## src/rtl/regs_pkg.sv

```systemverilog
// Shared register-file definitions: widths, the zero register, and the
// write-back record used by the arbiter, register file and decode stall logic.
package regs_pkg;

    localparam int REG_AW = 5;
    localparam int REG_DW = 32;
    localparam int NREGS  = 32;

    localparam logic [REG_AW-1:0] REG_ZERO = 5'd0;

    typedef struct packed {
        logic [REG_AW-1:0] dst;
        logic [REG_DW-1:0] data;
    } wb_rec_t;

    // One-hot register mask; $0 maps to an empty mask since it is never written.
    function automatic logic [NREGS-1:0] reg_onehot(input logic [REG_AW-1:0] r);
        logic [NREGS-1:0] m;
        m = {NREGS{1'b0}};
        if (r != REG_ZERO) begin
            m[r] = 1'b1;
        end else begin
            m = {NREGS{1'b0}};
        end
        return m;
    endfunction

endpackage

```

## src/rtl/regs_wb_arb_if.sv

```systemverilog
// Producer and register-file write-port signals of the write-back arbiter.
interface regs_wb_arb_if;
    import regs_pkg::*;

    logic              alu_we;
    logic [REG_AW-1:0] alu_dst;
    logic [REG_DW-1:0] alu_data;
    logic              alu_stall;
    logic              md_valid;
    logic              md_ready;
    logic [REG_AW-1:0] md_dst;
    logic [REG_DW-1:0] md_data;
    logic              regwrite;
    logic [REG_AW-1:0] write;
    logic [REG_DW-1:0] writedata;
    logic [NREGS-1:0]  pending;

    modport slave (
        input  alu_we, alu_dst, alu_data, md_valid, md_dst, md_data,
        output alu_stall, md_ready, regwrite, write, writedata, pending
    );

    modport master (
        output alu_we, alu_dst, alu_data, md_valid, md_dst, md_data,
        input  alu_stall, md_ready, regwrite, write, writedata, pending
    );

endinterface

```

## src/rtl/wb_fifo.sv

```systemverilog
// Circular buffer of write-back records with occupancy and a mask of the
// destinations held in valid entries.
module wb_fifo
    import regs_pkg::*;
#(
    parameter  int DEPTH = 4,
    localparam int PW    = $clog2(DEPTH),
    localparam int CW    = PW + 1
) (
    input  logic             clk,
    input  logic             rst,
    input  logic             push,
    input  wb_rec_t          din,
    input  logic             pop,
    output wb_rec_t          head,
    output logic [CW-1:0]    count,
    output logic             full,
    output logic             empty,
    output logic [NREGS-1:0] dst_mask
);

    wb_rec_t       mem_r [DEPTH];
    logic [PW-1:0] wr_ptr_r;
    logic [PW-1:0] rd_ptr_r;
    logic [CW-1:0] count_r;
    logic          push_ok_s;
    logic          pop_ok_s;
    logic [PW-1:0] offs_s;

    assign full      = (count_r == CW'(DEPTH));
    assign empty     = (count_r == {CW{1'b0}});
    assign count     = count_r;
    assign head      = mem_r[rd_ptr_r];
    assign push_ok_s = push && !full;
    assign pop_ok_s  = pop && !empty;

    // Storage, pointers and occupancy.
    always_ff @(posedge clk or posedge rst) begin
        if (rst) begin
            for (int i = 0; i < DEPTH; i++) begin
                mem_r[i] <= {$bits(wb_rec_t){1'b0}};
            end
            wr_ptr_r <= {PW{1'b0}};
            rd_ptr_r <= {PW{1'b0}};
            count_r  <= {CW{1'b0}};
        end else begin
            if (push_ok_s) begin
                mem_r[wr_ptr_r] <= din;
                wr_ptr_r        <= wr_ptr_r + PW'(1'b1);
            end
            if (pop_ok_s) begin
                rd_ptr_r <= rd_ptr_r + PW'(1'b1);
            end
            case ({push_ok_s, pop_ok_s})
                2'b10:   count_r <= count_r + CW'(1'b1);
                2'b01:   count_r <= count_r - CW'(1'b1);
                default: count_r <= count_r;
            endcase
        end
    end

    // Entry i is live when its distance from the read pointer is below count.
    always_comb begin
        dst_mask = {NREGS{1'b0}};
        offs_s   = {PW{1'b0}};
        for (int i = 0; i < DEPTH; i++) begin
            offs_s = PW'(i) - rd_ptr_r;
            if ({1'b0, offs_s} < count_r) begin
                dst_mask = dst_mask | reg_onehot(mem_r[i].dst);
            end else begin
                dst_mask = dst_mask;
            end
        end
    end

endmodule

```

## src/rtl/regs_wb_arb.sv

```systemverilog
// Write-back arbiter: merges the single-cycle ALU and the queued mul/div unit
// onto one registered register-file write port, with an anti-starvation bound.
module regs_wb_arb
    import regs_pkg::*;
#(
    parameter int DEPTH      = 4,
    parameter int STARVE_MAX = 7
) (
    input logic          clk,
    input logic          rst,
    regs_wb_arb_if.slave bus
);

    localparam int CW = $clog2(DEPTH) + 1;
    localparam int SW = $clog2(STARVE_MAX + 1);

    logic              alu_eff_s;
    logic              md_ready_s;
    logic              push_s;
    logic              pop_s;
    logic              load_s;
    logic              sel_alu_s;
    logic              stall_s;
    logic [SW-1:0]     starve_r;
    logic [SW-1:0]     starve_nxt_s;
    wb_rec_t           fifo_in_s;
    wb_rec_t           head_s;
    wb_rec_t           out_rec_s;
    logic [CW-1:0]     count_s;
    logic              full_s;
    logic              empty_s;
    logic [NREGS-1:0]  qmask_s;
    logic              regwrite_r;
    logic [REG_AW-1:0] write_r;
    logic [REG_DW-1:0] writedata_r;

    assign alu_eff_s  = bus.alu_we && (bus.alu_dst != REG_ZERO);
    assign md_ready_s = !rst && (count_s < CW'(DEPTH));
    // Transfers to $0 complete the handshake but are never stored.
    assign push_s     = bus.md_valid && md_ready_s && !full_s && (bus.md_dst != REG_ZERO);
    assign fifo_in_s  = '{dst: bus.md_dst, data: bus.md_data};
    assign out_rec_s  = sel_alu_s ? wb_rec_t'{dst: bus.alu_dst, data: bus.alu_data} : head_s;

    wb_fifo #(.DEPTH(DEPTH)) u_fifo (
        .clk      (clk),
        .rst      (rst),
        .push     (push_s),
        .din      (fifo_in_s),
        .pop      (pop_s),
        .head     (head_s),
        .count    (count_s),
        .full     (full_s),
        .empty    (empty_s),
        .dst_mask (qmask_s)
    );

    // Priority: starved FIFO head, then ALU, then FIFO.
    always_comb begin
        pop_s        = 1'b0;
        load_s       = 1'b0;
        sel_alu_s    = 1'b0;
        stall_s      = 1'b0;
        starve_nxt_s = starve_r;
        if (!empty_s && (starve_r == SW'(STARVE_MAX))) begin
            pop_s        = 1'b1;
            load_s       = 1'b1;
            stall_s      = alu_eff_s;
            starve_nxt_s = {SW{1'b0}};
        end else if (alu_eff_s) begin
            load_s    = 1'b1;
            sel_alu_s = 1'b1;
            if (empty_s) begin
                starve_nxt_s = {SW{1'b0}};
            end else begin
                starve_nxt_s = starve_r + SW'(1'b1);
            end
        end else if (!empty_s) begin
            pop_s        = 1'b1;
            load_s       = 1'b1;
            starve_nxt_s = {SW{1'b0}};
        end else begin
            starve_nxt_s = {SW{1'b0}};
        end
    end

    // Starvation counter.
    always_ff @(posedge clk or posedge rst) begin
        if (rst) begin
            starve_r <= {SW{1'b0}};
        end else begin
            starve_r <= starve_nxt_s;
        end
    end

    // Registered write port; address and data hold while idle.
    always_ff @(posedge clk or posedge rst) begin
        if (rst) begin
            regwrite_r  <= 1'b0;
            write_r     <= {REG_AW{1'b0}};
            writedata_r <= {REG_DW{1'b0}};
        end else if (load_s) begin
            regwrite_r  <= 1'b1;
            write_r     <= out_rec_s.dst;
            writedata_r <= out_rec_s.data;
        end else begin
            regwrite_r  <= 1'b0;
        end
    end

    assign bus.alu_stall = stall_s;
    assign bus.md_ready  = md_ready_s;
    assign bus.regwrite  = regwrite_r;
    assign bus.write     = write_r;
    assign bus.writedata = writedata_r;
    assign bus.pending   = qmask_s | (regwrite_r ? reg_onehot(write_r) : {NREGS{1'b0}});

endmodule

```

## src/flat_wrapper.sv

```systemverilog
// flat-port wrapper written by rule: the top's interface ports become plain ports
module regs_wb_arb_flat import regs_pkg::*;
#(
    parameter int DEPTH      = 4,
    parameter int STARVE_MAX = 7
)
  (clk, rst, bus_alu_we, bus_alu_dst, bus_alu_data, bus_md_valid, bus_md_dst, bus_md_data, bus_alu_stall, bus_md_ready, bus_regwrite, bus_write, bus_writedata, bus_pending);
  regs_wb_arb_if bus_i ();
  input logic clk;
  input logic rst;
  input wire logic [$bits(bus_i.alu_we)-1:0] bus_alu_we;
  input wire logic [$bits(bus_i.alu_dst)-1:0] bus_alu_dst;
  input wire logic [$bits(bus_i.alu_data)-1:0] bus_alu_data;
  input wire logic [$bits(bus_i.md_valid)-1:0] bus_md_valid;
  input wire logic [$bits(bus_i.md_dst)-1:0] bus_md_dst;
  input wire logic [$bits(bus_i.md_data)-1:0] bus_md_data;
  output wire logic [$bits(bus_i.alu_stall)-1:0] bus_alu_stall;
  output wire logic [$bits(bus_i.md_ready)-1:0] bus_md_ready;
  output wire logic [$bits(bus_i.regwrite)-1:0] bus_regwrite;
  output wire logic [$bits(bus_i.write)-1:0] bus_write;
  output wire logic [$bits(bus_i.writedata)-1:0] bus_writedata;
  output wire logic [$bits(bus_i.pending)-1:0] bus_pending;
  assign bus_i.alu_we = bus_alu_we;
  assign bus_i.alu_dst = bus_alu_dst;
  assign bus_i.alu_data = bus_alu_data;
  assign bus_i.md_valid = bus_md_valid;
  assign bus_i.md_dst = bus_md_dst;
  assign bus_i.md_data = bus_md_data;
  assign bus_alu_stall = bus_i.alu_stall;
  assign bus_md_ready = bus_i.md_ready;
  assign bus_regwrite = bus_i.regwrite;
  assign bus_write = bus_i.write;
  assign bus_writedata = bus_i.writedata;
  assign bus_pending = bus_i.pending;
  regs_wb_arb #(.DEPTH(DEPTH), .STARVE_MAX(STARVE_MAX)) u_core (.clk(clk), .rst(rst), .bus(bus_i));
endmodule
```

## config.mk

```make
export PLATFORM = sky130hd
export DESIGN_NAME = regs_wb_arb_flat
export DESIGN_NICKNAME = d
export VERILOG_FILES = /design/src/rtl/regs_pkg.sv /design/src/rtl/regs_wb_arb_if.sv /design/src/rtl/wb_fifo.sv /design/src/rtl/regs_wb_arb.sv /design/src/flat_wrapper.sv
export SDC_FILE = /design/constraint.sdc
export NUM_CORES = 1
export LEC_CHECK = 0
export BUFFER_PORTS_ARGS = -buffer_cell sky130_fd_sc_hd__buf_4
export CELL_PAD_IN_SITES_DETAIL_PLACEMENT = 0
export CELL_PAD_IN_SITES_GLOBAL_PLACEMENT = 1
export CORE_MARGIN = 2
export CORE_UTILIZATION = 47
export CTS_BUF_LIST = sky130_fd_sc_hd__clkbuf_16
export DETAILED_ROUTE_END_ITERATION = 16
export HOLD_SLACK_MARGIN = 0.05
export PLACE_DENSITY_LB_ADDON = 0.12
export SYNTH_ARGS = -nofsm -noshare
export SYNTH_HDL_FRONTEND = slang
export SYNTH_SLANG_ARGS = --single-unit
```

## constraint.sdc

```tcl
create_clock -name clk -period 7.4 [get_ports clk]
set_input_delay 1.48 -clock clk [delete_from_list [all_inputs] [get_ports clk]]
set_output_delay 1.48 -clock clk [all_outputs]
set_load 0.02 [all_outputs]
```

Word level (Yosys, flattened, before mapping):

Cells that the tools add are included.

* output and inout port bits: 72
* register bits after elaboration: 196
* logic and storage cells: 121

* equality and inequality tests: 4
* $lt $le $gt $ge: 18
* reduce and logical (&&, ||, !) cells: 26
* multiplexer cells: 43
* bitwise operators: 6
* $add $sub $neg: 9

Operators with widths (count)
* two-way mux 32 bit: 13
* bitwise mux 148 bit: 1
* two-way mux 37 bit: 4
* bitwise OR 32 bit: 4
* binary-select mux 37 bit (select 2 bit): 1
* demux 37 bit (select 2 bit): 1
* nonzero test 5 bit: 7
* less-than comparator 5 x 6 -> 1 bit (second input constant): 5
* demux 1 bit (select 5 bit): 5
* greater-or-equal comparator 5 x 1 -> 1 bit (second input constant): 5
* logical AND 1 bit: 14
* two-way mux 1 bit: 14
* less-than comparator 2 x 3 -> 1 bit: 4
* two-way mux 3 bit: 3
* adder 3 x 1 -> 3 bit (second input constant): 2
* equality test 3 bit (second input constant): 2
* greater-or-equal comparator 3 bit (second input constant): 2
* NOT 2 -> 3 bit: 2
* case mux 3 bit (2 select lines): 1
* adder 2 x 1 -> 2 bit (second input constant): 2
* subtractor 1 x 2 -> 2 bit (first input constant): 2
* subtractor 2 bit (first input constant): 2
* logical NOT 1 bit: 3
* logical NOT 3 bit: 1
* other kinds (6): 6

Depth between registers and ports, before layout:

Gate-level depths: netlist of the first run.

* depth in word-level cells: 13
* depth in mapped cells: 12
* gate-level depth less buffers: 11

By module:

A second synthesis of the first run with hierarchy kept.

* cells, all modules: 953
* area total of the unflattened synthesis: 11538.6 µm²

Modules (own cells, without submodules)
* wb_fifo: cells each 637, seq. area each 3878.7 µm², area an instance 8817.2 µm², instances 1
* regs_wb_arb: cells each 316, seq. area each 1026.0 µm², area an instance 2721.4 µm², instances 1

Worst setup path after synthesis of the first run:

OpenSTA, ideal clock, no wires.

* kind: register to output
* start point: reg u_core.u_fifo.rd_ptr_r[0]
* end point: out bus_pending[29]
* slack: 3149 ps
* stages on the path, launching flop included: 11
* data arrival time: 2771 ps
* path through: dfrtp_1 > buf_2 > buf_2 > buf_1 > xor2_1 > inv_1 > ha_1 > nor2b_1 > a2111oi_2 > a22oi_1 > nand4_1

* word-level cells in the longest chain between the ends: 10
* elaborated cells between the ends (all ways): 16
* classes of those cells: add/sub (4); order compare (4); mux (4); bitwise (4)

RTL lines
* from (decl): RTL line wb_fifo.sv:24 `logic [PW-1:0] rd_ptr_r;`
* from (signal assigned): RTL line wb_fifo.sv:44 `rd_ptr_r <= {PW{1'b0}};`
* from (signal assigned): RTL line wb_fifo.sv:52 `rd_ptr_r <= rd_ptr_r + PW'(1'b1);`
* subtractor 1 x 2 -> 2 bit: RTL line wb_fifo.sv:67 `offs_s = PW'(i) - rd_ptr_r;`
* less-than comparator 2 x 3 -> 1 bit: RTL line wb_fifo.sv:68 `if ({1'b0, offs_s} < count_r) begin`
* two-way mux 32 bit: RTL line wb_fifo.sv:68
* bitwise OR 32 bit: RTL line wb_fifo.sv:69 `dst_mask = dst_mask | reg_onehot(mem_r[i].dst);`
* two-way mux 32 bit: RTL line wb_fifo.sv:68
* bitwise OR 32 bit: RTL line wb_fifo.sv:69
* two-way mux 32 bit: RTL line wb_fifo.sv:68
* bitwise OR 32 bit: RTL line wb_fifo.sv:69
* two-way mux 32 bit (*): RTL line wb_fifo.sv:68
* bitwise OR 32 bit (*): RTL line regs_wb_arb.sv:115 `assign bus.pending = qmask_s | (regwrite_r ? reg_onehot(write_r) : {NREGS{1'b0}});`
* to (decl): RTL line flat_wrapper.sv:22 `output wire logic [$bits(bus_i.pending)-1:0] bus_pending;`

Mark *: on every way between the ends. The rest lies on a longest branch, timed or not.

Final worst setup path of the first run:

* start point: reg u_core.u_fifo.rd_ptr_r[0]
* end point: out bus_pending[15]

The elaborated chain is that of the path after synthesis.

==> results of run 1 <==
area by class of cell:
| cell class | instances | area (um2) | share of cell area |
|---|---|---|---|
| multi-input combinational | 559 | 5199 | 0.4229 |
| clock buffer | 17 | 425.4 | 0.03461 |
| inverter | 12 | 52.55 | 0.004275 |
| tap | 280 | 350.3 | 0.02850 |
| sequential | 196 | 4907 | 0.3992 |
| timing repair buffer | 156 | 1171 | 0.09527 |
| clock inverter | 15 | 187.7 | 0.01527 |
worst paths after layout:
kind | startpoint | endpoint | cells past startpoint
setup / recovery | u_core.u_fifo.rd_ptr_r[0] | bus_pending[15] | 8
hold / removal | u_core.starve_r[0] | u_core.starve_r[0] | 1
setup reg to reg | u_core.u_fifo.count[2] | u_core.bus.write[0] | 5
hold reg to reg | u_core.starve_r[0] | u_core.starve_r[0] | 1
max in group asynchronous | rst | u_core.u_fifo.rd_ptr_r[1] | 3
min in group asynchronous | rst | u_core.u_fifo.mem_r[67] | 2
logic make-up (layout without fill, tap and decap cells):
family / after synthesis / count (layout) / share of synthesized area
compound gates: 120 / 120 / 0.09487
mux: 185 / 185 / 0.2355
xor+xnor: 7 / 7 / 0.005775
simple gates: 234 / 234 / 0.1378
flops: 196 / 196 / 0.4620
buf+inv: 98 / 200 / 0.04891
fa+ha+maj: 12 / 12 / 0.01485
other cells: 1 / 1 / 0.0003532
flip-flops by register name, indices dropped and copies added, names as in the netlist:
| name | flops |
|---|---|
| u_core.bus.write | 5 |
| u_core.bus.regwrite | 1 |
| u_core.starve_r | 3 |
| u_core.u_fifo.wr_ptr_r | 2 |
| u_core.u_fifo.count | 3 |
| u_core.u_fifo.rd_ptr_r | 2 |
| u_core.u_fifo.mem_r | 148 |
| u_core.bus.writedata | 32 |
metal layers:
metal	wire (um)	GRT usage	vias up
li1	-	-	3511
met1	13780	0.3772	4187
met2	15580	0.4600	345
met3	2009	0.04259	31
met4	467	0.07584	0
met5	0	0	-
layout by cell type, fill, tap and decap left out, types with 24 or more instances in the layout:
cell	n
mux2_1	120
dfrtp_1	194
mux4_2	37
a22oi_1	31
mux2_2	28
nand4b_1	30
nor2_1	33
nand4_1	63
o2111ai_1	24
buf_4	156
nor3_1	25
where the power goes:
part,total [mW],switching (mW),internal [mW]
Sequential,2.10,0.501,1.60
Combinational,2.86,1.63,1.23
Clock,0.950,0.485,0.465
Total,5.90,2.61,3.29
per-stage QoR:
stage,util,hold WS (ns),cell area [um2],setup slack (ns)
after floorplan,-,0.4192,10620,0.5794
after CTS,0.5581,0.4746,12290,2.644
final,0.5581,0.4739,12290,2.606
after global routing,0.5581,0.4918,12290,2.486
after detailed placement,0.5303,0.4431,11680,3.107
after global placement,0.5303,0.4314,11680,2.953
==> flow_summary.toml, run 1 <==
[placement]
placed_cells = 1203
io_buffers = 148
dp_hpwl_mm = 21.52
gp_congestion = 0.8884

[yosys]
synthesis.area_mm2 = 0.01062
yosys_warnings = 0
netlist_instances = 853
synthDistinctLibCells = 54
syn_nets = 943
netlist_top_cells_area = "dfrtp_1 46%, mux2_1 13%, mux4_2 7.8%, nand4_1 3.7%, mux2_2 3.0%"
yosys_register_bits = 196
synth_top_area_frac = 0.4620
async_flop_share = 1.000
synthTopCellsByCount = "196 x dfrtp_1, 120 x mux2_1, 63 x nand4_1, 37 x clkbuf_1, 37 x mux4_2"
synth_edf_count = 0
synth_most_common_cell = "dfrtp_1"
synth_sequential_area_ratio = 0.4620
syn_area_per_cell_um2 = 12.45
synth_ff_type = "dfrtp_1"
synth_top_area_cell = "dfrtp_1"

[power]
peakVddDrop_mv = 0.2578
power.leakage_nw = 5.274
power-per-cell-area_mw_per_mm2 = 480.3
total_power_mw = 5.905

[timing]
finalHoldViolations = 0
fmax_ghz = 0.2086
finalSetupViolCount = 0
finalClockSkew_ns = 0.01735
slew_viol_final = 0
grt_setup_unrepaired = "no"
worstMarginPinSlew_ns = 1.404
setup_tns_ns = 0
fin_crit_sh = 0.6478
slew_headroom = 0.06389
min_period_ns = 4.794

[finish]
drive_gt1_frac = 0.2838
fin_nets = 1032
final_cells = 1235
fill_cells = 1860
syn2layout_area_growth_pct = 15.79
diodes = 0

[clocking]
cts_root_buf = "clkbuf_16"
cts_tree = "built"
h-tree-depth = 4
clkTransAtPathRegs_ns = 0.07
post_cts_buffers = 0
clk_latency_ns = 0.44
ctsHoldBuffers = 0
cts_resized = 0
cts_buffers = 17
cts_sinks = 196
cts_buffer_depth = 2

[grt]
grt_pass1_wl_mm = 50.44
grtUsageTotal = 0.2752
grt_max_degree = 113
grt_remaining_overflow = 0
grt_pass1_vias = 8584
antenna_found_initial = 0

[worst_setup_path]
cp-start-kind = "flip-flop"
crit_family = "compound AO/OA/AOI/OAI gates"
crit_required_ns = 5.92
critPathKind = "flip-flop to output port"
critPathArrivalTime_ns = 3.31
path_buf_inv = 2
worstPathCellList = "xor2_1 -> inv_1 -> ha_1 -> nor2b_1 -> a211oi_1 -> a22oi_1 -> nand4_1 -> buf_4"
cp_max_fo = 8
r2r_setup_slack_ns = 4.33
cpPeakStageDelay_ns = 1.04
worstSetupEndpointType = "output port"
slowest_stage = "a211oi_1"

[route]
drtIter0Drc = 775
first_pass_iters = 5
ant_nets = 0
wirelength_mm = 31.84
num_vias = 8074
wl_per_cell_um = 25.78
drcViolationCount = 0
viasPerCell = 6.538

[floorplanning]
ios = 150
die-area_mm2 = 0.02381
initial_utilization = 0.4820
die-width_um = 154.3
rows = 54
design.core.area_mm2 = 0.02203
die_h_um = 154.3

[run_status]
status = "completed"

[worst_hold_path]
hp-class = "flip-flop to flip-flop"

[run]
drv_cap = 0
Power figures use the tool's default switching activity.
==> run 2: changes to the inputs <==
ABC_AREA = 1   (was unset)
CORE_UTILIZATION = 38   (was 47)
clock period = 4.1 ns   (was 7.4 ns; I/O delays follow)
==> flow_summary.toml, run 2 <==
[grt]
antenna_found_initial = 0
grtUsageTotal = 0.2347
grt_pass1_vias = 9256
grt_max_degree = 134
grt_remaining_overflow = 0
grt_pass1_wl_mm = 53.42

[worst_setup_path]
cp_max_fo = 18
cp-start-kind = "flip-flop"
crit_required_ns = 3.28
worstSetupEndpointType = "output port"
critPathArrivalTime_ns = 2.81
critPathKind = "flip-flop to output port"

[timing]
fin_crit_sh = 0.8864
finalClockSkew_ns = 0.01643
slew_headroom = 0.2204
slew_viol_final = 0
worst_slack_ns = 0.4657
worstMarginPinSlew_ns = 1.160
setup_tns_ns = 0
grt_setup_unrepaired = "no"
fmax_ghz = 0.2752
finalSetupViolCount = 0
finalHoldViolations = 0
min_period_ns = 3.634

[clocking]
clkTransAtPathRegs_ns = 0.08
cts_root_buf = "clkbuf_16"
ctsHoldBuffers = 0
cts_tree = "built"
clk_latency_ns = 0.44
post_cts_buffers = 0
cts_buffer_depth = 2
cts_buffers = 17
cts_resized = 0
h-tree-depth = 4
cts_sinks = 196

[finish]
mostFrequentLayoutCell = "nand2_1"
top_register = "u_core.u_fifo.mem_r"
fin_nets = 1637
layout_common_cells = "485 x nand2_1, 195 x dfrtp_1, 159 x buf_4"
post-route-cell-area_mm2 = 0.01256
largest_reg_flops = 148
syn2layout_area_growth_pct = 17.46
final_cells = 1938
diodes = 0
drive_gt1_frac = 0.1603

[yosys]
syn_area_per_cell_um2 = 7.432
synth_most_common_cell = "nand2_1"
yosys_register_bits = 196
syn_nets = 1529
synthTopCellsByCount = "489 x nand2_1, 196 x dfrtp_1, 143 x nand3_1, 114 x nor2_1, 103 x inv_1"
synth_ff_type = "dfrtp_1"
netlist_instances = 1439
yosys_warnings = 0
netlist_top_cells_area = "dfrtp_1 46%, nand2_1 17%, nand3_1 6.7%, o21ai_1 4.5%, nor2_1 4.0%"
synth_top_area_cell = "dfrtp_1"
synth_top_area_frac = 0.4586
synth_sequential_area_ratio = 0.4586
synthesis.area_mm2 = 0.01069
synthDistinctLibCells = 31
async_flop_share = 1.000
synth_edf_count = 0

[placement]
dp_hpwl_mm = 22.74
dp_slack_ns = 0.9844
io_buffers = 148
gp_congestion = 0.9983
placed_cells = 1906
placed_area_mm2 = 0.01198

[route]
ant_nets = 0
wl_per_cell_um = 17.39
wirelength_mm = 33.71
num_vias = 9816
drtIter0Drc = 894
first_pass_iters = 5
drcViolationCount = 0
viasPerCell = 5.065

[floorplanning]
die-area_mm2 = 0.02950
die_h_um = 171.8
design.core.area_mm2 = 0.02778
die-width_um = 171.8
ios = 150
initial_utilization = 0.3849
rows = 61

[power]
peakVddDrop_mv = 0.2754
total_power_mw = 9.614
power.leakage_nw = 6.315
power-per-cell-area_mw_per_mm2 = 765.4

[run_status]
status = "completed"

[worst_hold_path]
hp-class = "input port to asynchronous set/reset pin"

[run]
drv_cap = 0
-- run 2: power breakdown --
group | internal, mW | total, mW | switching, mW | leakage [nW]
logic | 1.50 | 4.52 | 3.02 | 3.56
registers | 2.77 | 3.43 | 0.669 | 2.47
clock network | 0.820 | 1.66 | 0.838 | 0.288
-- run 2: stage by stage --
stage | utilization | hold WS [ns]
global route | 0.4521 | 0.3452
floorplan | - | 0.4162
CTS | 0.4521 | 0.3332
finish | 0.4521 | 0.3427
detailed placement | 0.4311 | 0.4413
global placement | 0.4311 | 0.4411
-- run 2: final timing paths --
path	cells past startpoint	slack [ns]	from	to
setup / recovery	14	0.47	u_core.u_fifo.rd_ptr_r[1]	bus_pending[29]
hold / removal	2	0.34	rst	u_core.u_fifo.mem_r[27]
setup reg to reg	12	1.46	u_core.u_fifo.count[2]	u_core.u_fifo.count[2]
hold reg to reg	1	0.45	u_core.starve_r[0]	u_core.starve_r[0]
max in group asynchronous	3	2.75	rst	u_core.u_fifo.rd_ptr_r[1]
min in group clk	1	0.45	u_core.starve_r[0]	u_core.starve_r[0]
-- run 2: kinds of logic (layout without fill, tap and decap cells) --
| family | count (synthesis) | after routing | share of synthesized area |
|---|---|---|---|
| other | 1 | 1 | 0.0003507 |
| adder cells (fa/ha/maj) | 12 | 12 | 0.01474 |
| AO/OA/AOI/OAI | 201 | 201 | 0.1051 |
| flip-flops | 196 | 196 | 0.4586 |
| AND/OR/NAND/NOR | 841 | 841 | 0.3338 |
| XOR/XNOR | 3 | 3 | 0.002457 |
| buffers and inverters | 185 | 306 | 0.08494 |
-- run 2: cell type report --
class	instances	area, um2
fillers	2982	15220
inverters	111	420.4
repair buffers	163	1274
multi-input cells	1058	4903
clock buffers	17	425.4
flip-flops and latches	196	4906
clock inverters	15	158.9
well taps	378	473.0
-- run 2: metal layers --
layer  vias to the layer above  part of all wire  wire (um)  track usage
met1                      4622              0.49      16430       0.3546
met5                         -                 0          0            0
met4                         0            0.0093        313      0.04384
met2                       287              0.44      14840       0.3555
li1                       4884                 -          -            -
met3                        23             0.063       2121      0.03866
-- run 2: critical path, stage by stage, from the launching register on --
cell,delay [ns]
dfrtp_2,0.60
nand2_1,0.14
nand2_1,0.13
inv_1,0.05
ha_1,0.26
inv_1,0.03
nor2_1,0.07
nand2_1,0.07
nand2_2,0.29
inv_2,0.21
nand2_1,0.09
nand2_1,0.05
nor2_1,0.12
nand2_1,0.08
buf_4,0.16
